$ cat config.mk
export PLATFORM = sky130hd
export DESIGN_NAME = mult_share_arb_flat
export DESIGN_NICKNAME = d
export VERILOG_FILES = /design/src/rtl/mult_share_arb_pkg.sv /design/src/rtl/mult_share_arb_if.sv /design/src/rtl/mult_share_arb_tag_pipe.sv /design/src/rtl/mult_share_arb.sv /design/src/flat_wrapper.sv
export SDC_FILE = /design/constraint.sdc
export NUM_CORES = 1
export LEC_CHECK = 0
export CAP_MARGIN = 20
export CORE_AREA = 10 10 90 99
export DETAILED_ROUTE_END_ITERATION = 16
export DIE_AREA = 0 0 100 109
export GPL_ROUTABILITY_DRIVEN = 0
export PLACE_DENSITY_LB_ADDON = 0.3
export SLEW_MARGIN = 20
export SYNTH_ARGS = -nofsm -noshare
export SYNTH_HDL_FRONTEND = slang
export SYNTH_SLANG_ARGS = --single-unit
$ cat constraint.sdc
create_clock -name clk -period 9 [get_ports clk]
set_clock_uncertainty 0.1 [all_clocks]
set_input_delay 1.35 -clock clk [delete_from_list [all_inputs] [get_ports clk]]
set_output_delay 1.35 -clock clk [all_outputs]
set_load 0.03 [all_outputs]
$ cat src/rtl/mult_share_arb_pkg.sv
// Shared definitions for the multiplier-sharing arbiter.
//   MULT_W  : operand width of the shared multiplier
//   PROD_W  : product width of the shared multiplier
//   MAX_REQ : largest supported requester count (ids fit in ID_W bits)
//   mult_tag_t : one in-flight operation {valid, requester id}
package mult_pkg;
    localparam int MULT_W  = 8;
    localparam int PROD_W  = 16;
    localparam int MAX_REQ = 8;
    localparam int ID_W    = 3;

    typedef struct packed {
        logic            valid;
        logic [ID_W-1:0] id;
    } mult_tag_t;
endpackage

$ cat src/rtl/mult_share_arb_if.sv
// Requester-side bus of the multiplier-sharing arbiter.
//   req_valid/req_ready : per-requester handshake (ready is a one-hot grant)
//   req_a/req_b         : packed operands, slice i belongs to requester i
//   rsp_valid/rsp_y     : one-hot one-cycle product pulse and the product
// master = requester side, slave = arbiter side.
interface mult_share_arb_if #(
    parameter int NUM_REQ = 4
);
    import mult_pkg::*;

    logic [NUM_REQ-1:0]        req_valid;
    logic [NUM_REQ-1:0]        req_ready;
    logic [NUM_REQ*MULT_W-1:0] req_a;
    logic [NUM_REQ*MULT_W-1:0] req_b;
    logic [NUM_REQ-1:0]        rsp_valid;
    logic [PROD_W-1:0]         rsp_y;

    modport master (
        output req_valid, req_a, req_b,
        input  req_ready, rsp_valid, rsp_y
    );

    modport slave (
        input  req_valid, req_a, req_b,
        output req_ready, rsp_valid, rsp_y
    );
endinterface

$ cat src/rtl/mult_share_arb_tag_pipe.sv
// MULT_LAT-deep shift register of {valid, id} tags that tracks operations
// through the fixed-latency multiplier. Only the valids are reset; ids are
// don't-care whenever their valid is low.
//   clk, rst_n : clock, async active-low reset
//   tag_i      : tag of the operation issued this cycle
//   tag_o      : tag of the operation whose product is on mult_y now
//   busy_o     : any stage holds a valid operation
module mult_tag_pipe
    import mult_pkg::*;
#(
    parameter int MULT_LAT = 2
) (
    input  logic      clk,
    input  logic      rst_n,
    input  mult_tag_t tag_i,
    output mult_tag_t tag_o,
    output logic      busy_o
);
    logic [MULT_LAT-1:0] vld_q;
    logic [ID_W-1:0]     id_q [MULT_LAT];

    always_ff @(posedge clk or negedge rst_n) begin
        if (!rst_n) begin
            vld_q <= '0;
        end else begin
            vld_q[0] <= tag_i.valid;
            for (int k = 1; k < MULT_LAT; k++) begin
                vld_q[k] <= vld_q[k-1];
            end
        end
    end

    always_ff @(posedge clk) begin
        id_q[0] <= tag_i.id;
        for (int k = 1; k < MULT_LAT; k++) begin
            id_q[k] <= id_q[k-1];
        end
    end

    assign tag_o  = '{valid: vld_q[MULT_LAT-1], id: id_q[MULT_LAT-1]};
    assign busy_o = |vld_q;
endmodule

$ cat src/rtl/mult_share_arb.sv
// Round-robin arbiter sharing one mult_wrapper among NUM_REQ requesters.
// Grants one operand pair per cycle, steers it straight into the
// multiplier (which registers its own inputs) and returns each product to
// its requester MULT_LAT cycles later via a tag pipeline.
//   clk, rst_n      : clock, async active-low reset
//   req_if          : requester handshake, operands and responses
//   mult_a/mult_b   : operands to mult_wrapper (0 when nothing is granted)
//   mult_y          : product from mult_wrapper
//   busy            : any operation in flight
//   issue_cnt       : accepted handshakes since reset, wrapping
module mult_share_arb
    import mult_pkg::*;
#(
    parameter int NUM_REQ  = 4,
    parameter int MULT_LAT = 2
) (
    input  logic              clk,
    input  logic              rst_n,
    mult_share_arb_if.slave   req_if,
    output logic [MULT_W-1:0] mult_a,
    output logic [MULT_W-1:0] mult_b,
    input  logic [PROD_W-1:0] mult_y,
    output logic              busy,
    output logic [31:0]       issue_cnt
);
    localparam logic [ID_W:0]   NREQ    = (ID_W+1)'(NUM_REQ);
    localparam logic [ID_W-1:0] NREQ_M1 = ID_W'(NUM_REQ - 1);

    logic [ID_W-1:0]    rr_ptr_q, rr_ptr_d;
    logic [31:0]        issue_cnt_q, issue_cnt_d;
    logic [ID_W:0]      pos;
    logic               grant_vld;
    logic [ID_W-1:0]    grant_id;
    logic [NUM_REQ-1:0] grant;
    logic [NUM_REQ-1:0] rsp_valid;
    mult_tag_t          tag_in, tag_out;

    // Walk offsets 0..NUM_REQ-1 from the pointer; the first valid requester
    // found wins. pos is the requester index sitting k places after rr_ptr.
    always_comb begin
        grant_vld = 1'b0;
        grant_id  = '0;
        pos       = '0;
        for (int k = 0; k < NUM_REQ; k++) begin
            pos = {1'b0, rr_ptr_q} + (ID_W+1)'(k);
            if (pos >= NREQ) begin
                pos = pos - NREQ;
            end
            for (int j = 0; j < NUM_REQ; j++) begin
                if (!grant_vld && req_if.req_valid[j] && pos == (ID_W+1)'(j)) begin
                    grant_vld = 1'b1;
                    grant_id  = ID_W'(j);
                end
            end
        end
    end

    always_comb begin
        grant  = '0;
        mult_a = '0;
        mult_b = '0;
        for (int j = 0; j < NUM_REQ; j++) begin
            if (grant_vld && grant_id == ID_W'(j)) begin
                grant[j] = 1'b1;
                mult_a   = req_if.req_a[j*MULT_W +: MULT_W];
                mult_b   = req_if.req_b[j*MULT_W +: MULT_W];
            end
        end
    end

    assign req_if.req_ready = grant;

    // A grant is always a handshake: it is only given to a valid requester.
    always_comb begin
        rr_ptr_d    = rr_ptr_q;
        issue_cnt_d = issue_cnt_q;
        if (grant_vld) begin
            rr_ptr_d    = (grant_id == NREQ_M1) ? '0 : grant_id + 1'b1;
            issue_cnt_d = issue_cnt_q + 32'd1;
        end
    end

    always_ff @(posedge clk or negedge rst_n) begin
        if (!rst_n) begin
            rr_ptr_q    <= '0;
            issue_cnt_q <= '0;
        end else begin
            rr_ptr_q    <= rr_ptr_d;
            issue_cnt_q <= issue_cnt_d;
        end
    end

    assign tag_in = '{valid: grant_vld, id: grant_id};

    mult_tag_pipe #(
        .MULT_LAT (MULT_LAT)
    ) u_tag_pipe (
        .clk    (clk),
        .rst_n  (rst_n),
        .tag_i  (tag_in),
        .tag_o  (tag_out),
        .busy_o (busy)
    );

    // The tail tag lines up with the product now on mult_y.
    always_comb begin
        rsp_valid = '0;
        for (int j = 0; j < NUM_REQ; j++) begin
            if (tag_out.valid && tag_out.id == ID_W'(j)) begin
                rsp_valid[j] = 1'b1;
            end
        end
    end

    assign req_if.rsp_valid = rsp_valid;
    assign req_if.rsp_y     = mult_y;
    assign issue_cnt        = issue_cnt_q;
endmodule

$ cat src/flat_wrapper.sv
// flat-port wrapper written by rule: the top's interface ports become plain ports
module mult_share_arb_flat import mult_pkg::*;
#(
    parameter int NUM_REQ  = 4,
    parameter int MULT_LAT = 2
)
  (clk, rst_n, mult_a, mult_b, mult_y, busy, issue_cnt, req_if_req_valid, req_if_req_a, req_if_req_b, req_if_req_ready, req_if_rsp_valid, req_if_rsp_y);
  mult_share_arb_if #(.NUM_REQ(NUM_REQ)) req_if_i ();
  input  logic clk;
  input  logic rst_n;
  output logic [MULT_W-1:0] mult_a;
  output logic [MULT_W-1:0] mult_b;
  input  logic [PROD_W-1:0] mult_y;
  output logic busy;
  output logic [31:0] issue_cnt;
  input wire logic [$bits(req_if_i.req_valid)-1:0] req_if_req_valid;
  input wire logic [$bits(req_if_i.req_a)-1:0] req_if_req_a;
  input wire logic [$bits(req_if_i.req_b)-1:0] req_if_req_b;
  output wire logic [$bits(req_if_i.req_ready)-1:0] req_if_req_ready;
  output wire logic [$bits(req_if_i.rsp_valid)-1:0] req_if_rsp_valid;
  output wire logic [$bits(req_if_i.rsp_y)-1:0] req_if_rsp_y;
  assign req_if_i.req_valid = req_if_req_valid;
  assign req_if_i.req_a = req_if_req_a;
  assign req_if_i.req_b = req_if_req_b;
  assign req_if_req_ready = req_if_i.req_ready;
  assign req_if_rsp_valid = req_if_i.rsp_valid;
  assign req_if_rsp_y = req_if_i.rsp_y;
  mult_share_arb #(.NUM_REQ(NUM_REQ), .MULT_LAT(MULT_LAT)) u_core (.clk(clk), .rst_n(rst_n), .req_if(req_if_i), .mult_a(mult_a), .mult_b(mult_b), .mult_y(mult_y), .busy(busy), .issue_cnt(issue_cnt));
endmodule
==> run metrics, run 1 <==
slew at the pin closest to its max-slew limit=1059 ps; clock latency on the worst-skew pair=280 ps; synthesis warning total=0; Netlist cell types=51; die area=10900 um^2; proportion of synthesized area in mux cells=0.007121; floorplan die width=100 um; critical path launch point type=input pin; Synth-to-Final Area Change=46.19%; max-slew headroom at the worst pin=0.2927; Seq cells post-synth=40; Pwr per Cell Area=307.5 nW/um^2; vias in the first global route=2817; final critical delay including setup and external delays=6881 ps; TritonCTS Buffers=5; die boundary height=109 um; data required time of the worst path=7550 ps; launch point of the worst path=req_if_req_valid[2]; maximum clock frequency=145.3 MHz; clock-pin slew of the registers on the worst-case setup and hold paths=70 ps; summed negative setup slack over all endpoints=0 ps; share of flip-flops with an asynchronous set or reset=0.9000; post-route antenna net violation count=0; most frequent standard cell in the layout excluding fill and tap cells=clkdlybuf4s50_1; area share of fa/ha/maj cells after synthesis=0.03115; Main synth FF type=dfrtp_1; global routing met3 resource utilization=0.1025; final setup violation count=0; Fillers=616; I/O Pins=159; maximum root-to-sink buffer count=2; kind of end point of the critical path=output pin; vias post-DR=2703; launch point of the worst hold path=u_core.u_tag_pipe.id_q[0][1]; most used routing layer=met2; detailed-route vias per instance=5.374; Max stage delay on crit path=910 ps; maximum number of pins on one net before global-route repair=37; number of setup buffers added after CTS=0; Post-Syn Area=2811 um^2; Post-Synthesis Mean Instance Area=8.813 um^2; critical path type=input pin to output pin; R2R Path End=u_core.rr_ptr_q[0]; met1 routing resource usage after global routing=0.1569; flop2flop setup slack=5550 ps; worst hold path endpoint=u_core.u_tag_pipe.id_q[0][4]; utilization after layout=0.5934; highest-delay cell along the critical path=nor2b_1; PnR worst setup slack=2119 ps; count of instances resized after the clock tree is built=0; total number of nets in the final design=510; FP Rows=32; DRC violations left=0; Leak Pwr=1.582 nW; CTS tree=built; gate count of the mapped netlist=319; Non-Filler Instances=503; initial antenna violation count=0; launch point of the worst reg-to-reg path=u_core.rr_ptr_q[1]; hold crit path type=register to register; max-slew violation count=0; First DRT Iteration DRCs=63; dominant combinational cell family by area after synthesis=simple AND/OR/NAND/NOR gates; cell class contributing the biggest share of worst-path delay=buffers and inverters; Initial DRT Pass Iterations=7; overall fraction of global-route tracks in use=0.1556; worst-case reg-to-reg path depth=8; setup repair after global routing missed its margin=false; number of cells in the design after placement=495; xor and xnor fraction of the mapped netlist area=0.09657; overall routed net length=8735 um; worst vdd rail ir drop=0.0001959 V; crit-path max FO=19; core area=6927 um^2; setup slack after placement=2053 ps; Hold Vio Cnt, Final=0; fraction of final layout cells sized beyond drive strength 1=0.06699; outcome=finished, final reports clean; chain of cells forming the critical path=clkdlybuf4s50_1 -> inv_1 -> o21ai_0 -> o21ai_0 -> a22oi_1 -> o41ai_1 -> ha_1 -> nor2b_1 -> a221oi_1 -> nor3_1 -> a21oi_1 -> nor2_1 -> clkdlybuf4s50_1; routed wirelength normalized by instance count=17.37 um; Compound-Gate Fraction of Synth Area=0.1233; count of flip-flops with a built-in enable after synthesis=0; total gr overflow=0; simple-gate portion of the synthesized area=0.2991; reported max-cap violation count=0; total clock sinks=40; hold-critical path depth=0; Global Route met2 Usage=0.2673; fraction of the cycle the final worst path needs=0.7646; count of port buffers added during placement=126; antenna diode instance count=0; Hold Buf Count CTS=0; number of buffers and inverters on the critical path=3; root cell of the clock tree=clkbuf_8; number of levels in the clock H-tree=2; share of synthesized area occupied by flip-flops and latches=0.3489; wire length of the first global-routing pass=14030 um; detailed placer's ending HPWL=6975 um; worst hold slack after final layout=230.0 ps; data arrival time of the critical path=5430 ps; Initial Util=0.4059; commonest non-fill, non-tap cells in the layout=clkdlybuf4s50_1 (126), dfrtp_1 (36), nor3_1 (26), nor2_1 (25)
## metal layers
layer	vias up	part of all wire
met3	4	0.15
met2	127	0.48
met1	1271	0.37
met5	-	0
li1	1301	-
met4	0	0.0046
## flip-flops by register name, summed over array words and instances, names as in the netlist
register	cells
u_core.u_tag_pipe.vld_q	2
u_core.issue_cnt	32
u_core.rr_ptr_q	2
u_core.u_tag_pipe.id_q	4
## stage by stage
stage | power, W | cell area [um^2]
global placement | 0.001112 | 3981
detailed placement | 0.001115 | 3981
finish | 0.001264 | 4110
floorplan | 0.0008166 | 2815
global route | 0.001353 | 4110
CTS | 0.001278 | 4108
## where the power goes
group          internal, W  switching (W)
Clock            0.0000978      0.0000583
Combinational     0.000343       0.000492
Sequential        0.000218      0.0000547
Total             0.000659       0.000605
## worst max path at each step
| stage | endpoint | slack (ps) | depth (start not counted) |
|---|---|---|---|
| after CTS | mult_a[6] | 2030 | 13 |
| after floorplan | mult_a[3] | 3760 | 12 |
| after detailed placement | mult_b[2] | 2050 | 13 |
| final | mult_a[6] | 2120 | 13 |
| after global routing | mult_a[7] | 1720 | 13 |
| after global placement | mult_a[6] | 2220 | 13 |
## final cells by class
cell class / instances / area [um^2] / area share
Multi-Input combinational cell: 232 / 1583 / 0.3851
Timing Repair Buffer: 128 / 1276 / 0.3105
Sequential cell: 40 / 980.9 / 0.2387
Tap cell: 85 / 106.4 / 0.02588
Clock buffer: 7 / 96.34 / 0.02344
Inverter: 10 / 37.54 / 0.009132
Clock inverter: 1 / 30.03 / 0.007306
## cells in the mapped netlist (9+ instances only)
| cell | instances | area, um^2 |
|---|---|---|
| clkbuf_1 | 13 | 48.80 |
| nand2_1 | 22 | 82.58 |
| nor2b_1 | 18 | 112.6 |
| nor3_1 | 26 | 130.1 |
| a21oi_1 | 21 | 105.1 |
| a221oi_1 | 15 | 131.4 |
| dfrtp_1 | 36 | 900.9 |
| xnor2_1 | 9 | 78.83 |
| nor2_1 | 25 | 93.84 |
| xor2_1 | 22 | 192.7 |
| inv_1 | 9 | 33.78 |
| buf_4 | 17 | 127.6 |
## cell families after synthesis
kind of cell	Yosys count
other	1
xor gates and xnor gates	31
and+or+nand+nor	142
muxes	2
DFF	40
buffers and inverters	48
AOI/OAI and AO/OA	48
adders and majority gates	7
(Power assumes the default switching activity.)
==> run 2, diff against run 1 <==
--- a/config.mk
+++ b/config.mk
@@ -6,9 +6,9 @@
 export NUM_CORES = 1
 export LEC_CHECK = 0
 export CAP_MARGIN = 20
-export CORE_AREA = 10 10 90 99
+export CORE_AREA = 10 10 97 107
 export DETAILED_ROUTE_END_ITERATION = 16
-export DIE_AREA = 0 0 100 109
+export DIE_AREA = 0 0 107 117
 export GPL_ROUTABILITY_DRIVEN = 0
 export PLACE_DENSITY_LB_ADDON = 0.3
 export SLEW_MARGIN = 20
==> constraint.sdc (replaced) <==
create_clock -name clk -period 5.5 [get_ports clk]
set_clock_uncertainty 0.1 [all_clocks]
set_input_delay 0.825 -clock clk [delete_from_list [all_inputs] [get_ports clk]]
set_output_delay 0.825 -clock clk [all_outputs]
set_load 0.03 [all_outputs]
==> run 2 against run 1 <==
First-iteration DRC count decreased by 7.9%. Register-to-register slack got worse by 3100 ps. Worst setup slack got worse by 1700 ps. Global-route usage decreased by 1.3 points. Total power increased by 62%. Non-clock buffer count increased by 4.
==> run metrics, run 2 (synthesis gave the netlist of run 1 again) <==
outcome=finished, final reports clean (unchanged); chain of cells forming the critical path=or2_2 -> inv_1 -> ha_1 -> nor3b_1 -> a31oi_1 -> o41ai_2 -> inv_1 -> ha_1 -> nor2b_1 -> buf_4 -> a221oi_1 -> nor3_1 -> a21oi_1 -> nor2_1 -> clkdlybuf4s50_1 (was clkdlybuf4s50_1 -> inv_1 -> o21ai_0 -> o21ai_0 -> a22oi_1 -> o41ai_1 -> ha_1 -> nor2b_1 -> a221oi_1 -> nor3_1 -> a21oi_1 -> nor2_1 -> clkdlybuf4s50_1); overall routed net length=9059 um (was 8735 um); count of port buffers added during placement=126 (unchanged); worst vdd rail ir drop=0.0003128 V (was 0.0001959 V); reported max-cap violation count=0 (unchanged); Max stage delay on crit path=620 ps (was 910 ps); overall fraction of global-route tracks in use=0.1428 (was 0.1556); core area=8233 um^2 (was 6927 um^2); total clock sinks=40 (unchanged); setup slack after placement=336.5 ps (was 2053 ps); R2R Path End=u_core.rr_ptr_q[0] (unchanged); worst hold slack after final layout=229.8 ps (was 230.0 ps); root cell of the clock tree=clkbuf_8 (unchanged); Initial Util=0.3415 (was 0.4059); crit-path max FO=15 (was 19); worst-case reg-to-reg path depth=9 (was 8); data arrival time of the critical path=4210 ps (was 5430 ps); critical path launch point type=register (was input pin); Pwr per Cell Area=492.7 nW/um^2 (was 307.5 nW/um^2); post-route total power=0.002043 W (was 0.001264 W); hold crit path type=register to register (unchanged); FP Rows=35 (was 32); antenna diode instance count=0 (unchanged); Hold Vio Cnt, Final=0 (unchanged); maximum number of pins on one net before global-route repair=43 (was 37); kind of end point of the critical path=output pin (unchanged); post-route antenna net violation count=0 (unchanged); PnR worst setup slack=369.3 ps (was 2119 ps); total gr overflow=0 (unchanged); critical path capture point=mult_a[5] (was mult_a[6]); final critical delay including setup and external delays=5131 ps; detailed placer's ending HPWL=7330 um (was 6975 um); register area=980.9 um^2 (unchanged); relative contribution of combinational cells to total power=0.678 (was 0.660); fraction of final layout cells sized beyond drive strength 1=0.09005 (was 0.06699); CTS tree=built (unchanged); highest-delay cell along the critical path=clkdlybuf4s50_1 (was nor2b_1); launch point of the worst reg-to-reg path=u_core.rr_ptr_q[0] (was u_core.rr_ptr_q[1]); Internal Pwr Total=0.001041 W (was 0.0006594 W); commonest non-fill, non-tap cells in the layout=clkdlybuf4s50_1 (119), dfrtp_1 (36), nor3_1 (26), nor2_1 (25) (was clkdlybuf4s50_1 (126), dfrtp_1 (36), nor3_1 (26), nor2_1 (25)); vias in the first global route=2986 (was 2817); Fillers=810 (was 616); flop2flop setup slack=2480 ps (was 5550 ps); number of setup buffers added after CTS=0 (unchanged); launch point of the worst path=u_core.rr_ptr_q[0] (was req_if_req_valid[2]); clock latency on the worst-skew pair=290 ps (was 280 ps); number of levels in the clock H-tree=2 (unchanged); First DRT Iteration DRCs=58 (was 63); die boundary height=117 um (was 109 um); area taken by multi-input logic gates=1588 um^2 (was 1583 um^2); fraction of the cycle the final worst path needs=0.9328; I/O Pins=159 (unchanged); Synth-to-Final Area Change=47.49% (was 46.19%); initial antenna violation count=0 (unchanged); TritonCTS Buffers=5 (unchanged); share of power burned in registers=0.218 (was 0.216); floorplan die width=107 um (was 100 um); die area=12520 um^2 (was 10900 um^2); maximum clock frequency=194.9 MHz; total net switching power=0.001002 W (was 0.0006046 W); Leak Pwr=1.609 nW (was 1.582 nW); Hold Buf Count CTS=0 (unchanged); maximum root-to-sink buffer count=2 (unchanged); Initial DRT Pass Iterations=4 (was 7); number of flip-flops under the largest register name=32 (unchanged); critical path type=register to output pin (was input pin to output pin); summed negative setup slack over all endpoints=0 ps (unchanged); number of buffers and inverters on the critical path=4 (was 3); final setup violation count=0 (unchanged); most frequent standard cell in the layout excluding fill and tap cells=clkdlybuf4s50_1 (unchanged); max-slew violation count=0 (unchanged); slew at the pin closest to its max-slew limit=605.2 ps (was 1059 ps); wire length of the first global-routing pass=14550 um (was 14030 um); total number of nets in the final design=514 (was 510); cell class contributing the biggest share of worst-path delay=compound AO/OA/AOI/OAI gates (was buffers and inverters); DRC violations left=0 (unchanged); vias post-DR=2691 (was 2703); net switching fraction of the power=0.4903 (was 0.4783); CP Depth=15 (was 13); count of instances resized after the clock tree is built=0 (unchanged); data required time of the worst path=4580 ps (was 7550 ps); setup repair after global routing missed its margin=false (unchanged); portion of total power attributed to the clock network=0.103 (was 0.124); clock-pin slew of the registers on the worst-case setup and hold paths=70 ps (about the same); detailed-route vias per instance=5.049 (was 5.374); routed wirelength normalized by instance count=17.00 um (was 17.37 um); max-slew headroom at the worst pin=0.5955 (was 0.2927)
==> run 2: cell count changes in the layout (fill, tap and decap cells not counted), sizes merged <==
cell,previous run,this run
buf,2,13
clkdlybuf4s50,126,119
bufinv,1,0
clkbuf,7,8
==> run 2: worst register-to-register path: stages, from the launching register on <==
cell     delay (ps)
dfrtp_1         590
or2_2           220
inv_1            50
ha_1            220
nor3b_1         380
a31oi_1         180
o41ai_2         440
ha_1            240
buf_4           310
o32ai_1         160
==> run 2: how the worst min path moves through the flow <==
stage                                            start                      endpoint  cells past startpoint  slack, ps
after floorplan           u_core.u_tag_pipe.id_q[0][0]  u_core.u_tag_pipe.id_q[0][3]                      0        210
after global placement    u_core.u_tag_pipe.id_q[0][0]  u_core.u_tag_pipe.id_q[0][3]                      0        220
after detailed placement  u_core.u_tag_pipe.id_q[0][0]  u_core.u_tag_pipe.id_q[0][3]                      0        210
after CTS                 u_core.u_tag_pipe.id_q[0][0]  u_core.u_tag_pipe.id_q[0][3]                      0        230
after global routing      u_core.u_tag_pipe.id_q[0][1]  u_core.u_tag_pipe.id_q[0][4]                      0        250
final                     u_core.u_tag_pipe.id_q[0][0]  u_core.u_tag_pipe.id_q[0][3]                      0        230
==> run 2: through the flow <==
| stage | area, um^2 | util | instances |
|---|---|---|---|
| after detailed placement | 4039 | 0.4906 | 525 |
| after CTS | 4139 | 0.5027 | 533 |
| after global placement | 4039 | 0.4906 | 525 |
| final | 4146 | 0.5036 | 533 |
| after floorplan | 2815 | - | 320 |
| after global routing | 4146 | 0.5036 | 533 |
==> run 2: final cells by class <==
| cell class | count | share of cell area |
|---|---|---|
| Clock buffer | 8 | 0.02414 |
| Inverter | 10 | 0.009052 |
| Sequential cell | 40 | 0.2366 |
| Timing Repair Buffer | 132 | 0.3138 |
| Multi-Input combinational cell | 232 | 0.3829 |
| Tap cell | 111 | 0.03349 |
==> run 2: power groups by stage <==
| stage | combinational, W | sequential [W] | clock, W |
|---|---|---|---|
| after floorplan | 0.000854 | 0.000482 | 0 |
| after global placement | 0.00139 | 0.000450 | 0 |
| after detailed placement | 0.00140 | 0.000453 | 0 |
| after CTS | 0.00141 | 0.000448 | 0.000214 |
| after global routing | 0.00151 | 0.000461 | 0.000228 |
| final | 0.00139 | 0.000446 | 0.000211 |
==> run 2: layer usage <==
| layer | up-vias | share of wire | GRT usage |
|---|---|---|---|
| met2 | 118 | 0.46 | 0.2435 |
| met4 | 0 | 0.018 | 0.04065 |
| met1 | 1258 | 0.37 | 0.1368 |
| li1 | 1303 | - | - |
| met3 | 12 | 0.14 | 0.09912 |
| met5 | - | 0 | 0 |
==> run 3, diff against run 2 <==
==> constraint.sdc (replaced) <==
create_clock -name clk -period 5.5 [get_ports clk]
set_clock_uncertainty 0.1 [all_clocks]
set_input_delay 1.1 -clock clk [delete_from_list [all_inputs] [get_ports clk]]
set_output_delay 1.1 -clock clk [all_outputs]
set_load 0.03 [all_outputs]
==> run 3 against run 2 <==
Die area is the same. Clock-buffer cell count unchanged. Critical path depth fell by 6. Routed wire length is 1.2% higher. Combinational power hardly changed. Worst setup slack gained 4.4 ps. Final cell count grew 0.38%. Global-route usage up 0.084 points. Sequential share of layout area grew 0.16 points. Total power down 1.3%. Critical path type is now input pin to output pin.
==> run metrics, run 3 (synthesis gave the netlist of run 1 again) <==
detailed placer's ending HPWL=7349 um (was 7330 um); total gr overflow=0 (unchanged); Leak Pwr=1.623 nW (was 1.609 nW); DRC violations left=0 (unchanged); count of port buffers added during placement=126 (unchanged); Synth-to-Final Area Change=46.51% (was 47.49%); wire length of the first global-routing pass=14610 um (was 14550 um); kind of end point of the critical path=output pin (unchanged); core area=8233 um^2 (unchanged); crit-path max FO=18 (was 15); maximum number of pins on one net before global-route repair=43 (unchanged); critical path type=input pin to output pin (was register to output pin); FP Rows=35 (unchanged); TritonCTS Buffers=5 (unchanged); global routing met3 resource utilization=0.08434 (was 0.09912); most used routing layer=met2 (unchanged); Hold Buf Count CTS=0 (unchanged); critical path launch point type=input pin (was register); Max stage delay on crit path=690 ps (was 620 ps); number of flip-flops under the largest register name=32 (unchanged); Hold Vio Cnt, Final=0 (unchanged); CTS tree=built (unchanged); vias post-DR=2729 (was 2691); routed wirelength normalized by instance count=17.13 um (was 17.00 um); chain of cells forming the critical path=clkdlybuf4s50_1 -> nor3_1 -> a31oi_1 -> o41ai_1 -> buf_4 -> ha_1 -> buf_4 -> and2_1 -> clkdlybuf4s50_1 (was or2_2 -> inv_1 -> ha_1 -> nor3b_1 -> a31oi_1 -> o41ai_2 -> inv_1 -> ha_1 -> nor2b_1 -> buf_4 -> a221oi_1 -> nor3_1 -> a21oi_1 -> nor2_1 -> clkdlybuf4s50_1); clock latency on the worst-skew pair=290 ps (about the same); die boundary height=117 um (unchanged); post-route total power=0.002017 W (was 0.002043 W); max-slew headroom at the worst pin=0.5915 (was 0.5955); final setup violation count=0 (unchanged); maximum root-to-sink buffer count=2 (unchanged); maximum clock frequency=195.1 MHz (was 194.9 MHz); floorplan die width=107 um (unchanged); detailed-route vias per instance=5.101 (was 5.049); Initial DRT Pass Iterations=4 (unchanged); met1 routing resource usage after global routing=0.1408 (was 0.1368); Global Route met2 Usage=0.2452 (was 0.2435); fraction of the cycle the final worst path needs=0.9321 (was 0.9328); outcome=finished, final reports clean (unchanged); max-slew violation count=0 (unchanged); vias in the first global route=3003 (was 2986); setup repair after global routing missed its margin=false (unchanged); overall routed net length=9167 um (was 9059 um); commonest non-fill, non-tap cells in the layout=clkdlybuf4s50_1 (109), dfrtp_1 (36), nor3_1 (26), nor2_1 (25), buf_4 (24) (was clkdlybuf4s50_1 (119), dfrtp_1 (36), nor3_1 (26), nor2_1 (25)); First DRT Iteration DRCs=135 (was 58); final critical delay including setup and external delays=5126 ps (was 5131 ps); slew at the pin closest to its max-slew limit=611.2 ps (was 605.2 ps); clock-pin slew of the registers on the worst-case setup and hold paths=70 ps (about the same); summed negative setup slack over all endpoints=0 ps (unchanged); root cell of the clock tree=clkbuf_8 (unchanged); Initial Util=0.3415 (unchanged); highest-delay cell along the critical path=clkdlybuf4s50_1 (unchanged); die area=12520 um^2 (unchanged); number of setup buffers added after CTS=0 (unchanged); Pwr per Cell Area=489.8 nW/um^2 (was 492.7 nW/um^2); cell class contributing the biggest share of worst-path delay=buffers and inverters (was compound AO/OA/AOI/OAI gates); overall fraction of global-route tracks in use=0.1437 (was 0.1428); I/O Pins=159 (unchanged); initial antenna violation count=0 (unchanged); antenna diode instance count=0 (unchanged); post-route antenna net violation count=0 (unchanged); total number of nets in the final design=516 (was 514); worst vdd rail ir drop=0.0003609 V (was 0.0003128 V); fraction of final layout cells sized beyond drive strength 1=0.1132 (was 0.09005); worst hold slack after final layout=230.3 ps (was 229.8 ps); total clock sinks=40 (unchanged); number of buffers and inverters on the critical path=4 (unchanged); most frequent standard cell in the layout excluding fill and tap cells=clkdlybuf4s50_1 (unchanged); count of instances resized after the clock tree is built=0 (unchanged); data arrival time of the critical path=3930 ps (was 4210 ps); hold crit path type=register to register (unchanged); reported max-cap violation count=0 (unchanged); number of levels in the clock H-tree=2 (unchanged); data required time of the worst path=4300 ps (was 4580 ps)
## run 3: cell types whose count changed in the layout (fill, tap and decap cells not counted), sizes merged
| cell | before | now |
|---|---|---|
| buf | 13 | 25 |
| clkdlybuf4s50 | 119 | 109 |
## run 3: routing by layer
metal	part of all wire	up-vias
li1	-	1308
met1	0.38	1269
met2	0.46	137
met3	0.13	15
met4	0.027	0
met5	0	-
## run 3: report_power, final
| group | total, W | internal [W] | switching [W] |
|---|---|---|---|
| Combinational | 0.00137 | 0.000555 | 0.000819 |
| Clock | 0.000199 | 0.000102 | 0.0000963 |
| Sequential | 0.000445 | 0.000357 | 0.0000872 |
## run 3: per-stage QoR
| stage | std cells | util | worst slack (ps) | instance area (um^2) |
|---|---|---|---|---|
| floorplan | 320 | - | 755.0 | 2815 |
| global placement | 527 | 0.4894 | 534.3 | 4029 |
| detailed placement | 527 | 0.4894 | 416.5 | 4029 |
| CTS | 535 | 0.5003 | 408.7 | 4119 |
| global route | 535 | 0.5003 | 160.4 | 4119 |
| finish | 535 | 0.5003 | 373.7 | 4119 |
## run 3: area by class of cell
| cell class | count | area (um^2) |
|---|---|---|
| tap | 111 | 138.9 |
| multi-input combinational | 232 | 1580 |
| inverter | 10 | 37.54 |
| clock buffer | 8 | 90.09 |
| fill | 830 | 4114 |
| sequential | 40 | 980.9 |
| timing repair buffer | 134 | 1291 |
## run 3: worst paths after layout
check,from,end,slack (ps),cells past startpoint
max,req_if_req_valid[1],req_if_req_ready[1],370,9
min,u_core.u_tag_pipe.id_q[0][1],u_core.u_tag_pipe.id_q[0][4],230,0
max reg2reg,u_core.rr_ptr_q[1],u_core.rr_ptr_q[0],2370,9
min reg2reg,u_core.u_tag_pipe.id_q[0][1],u_core.u_tag_pipe.id_q[0][4],230,0
max in group asynchronous,rst_n,u_core.issue_cnt[17],3830,2
min in group asynchronous,rst_n,u_core.issue_cnt[22],1140,2
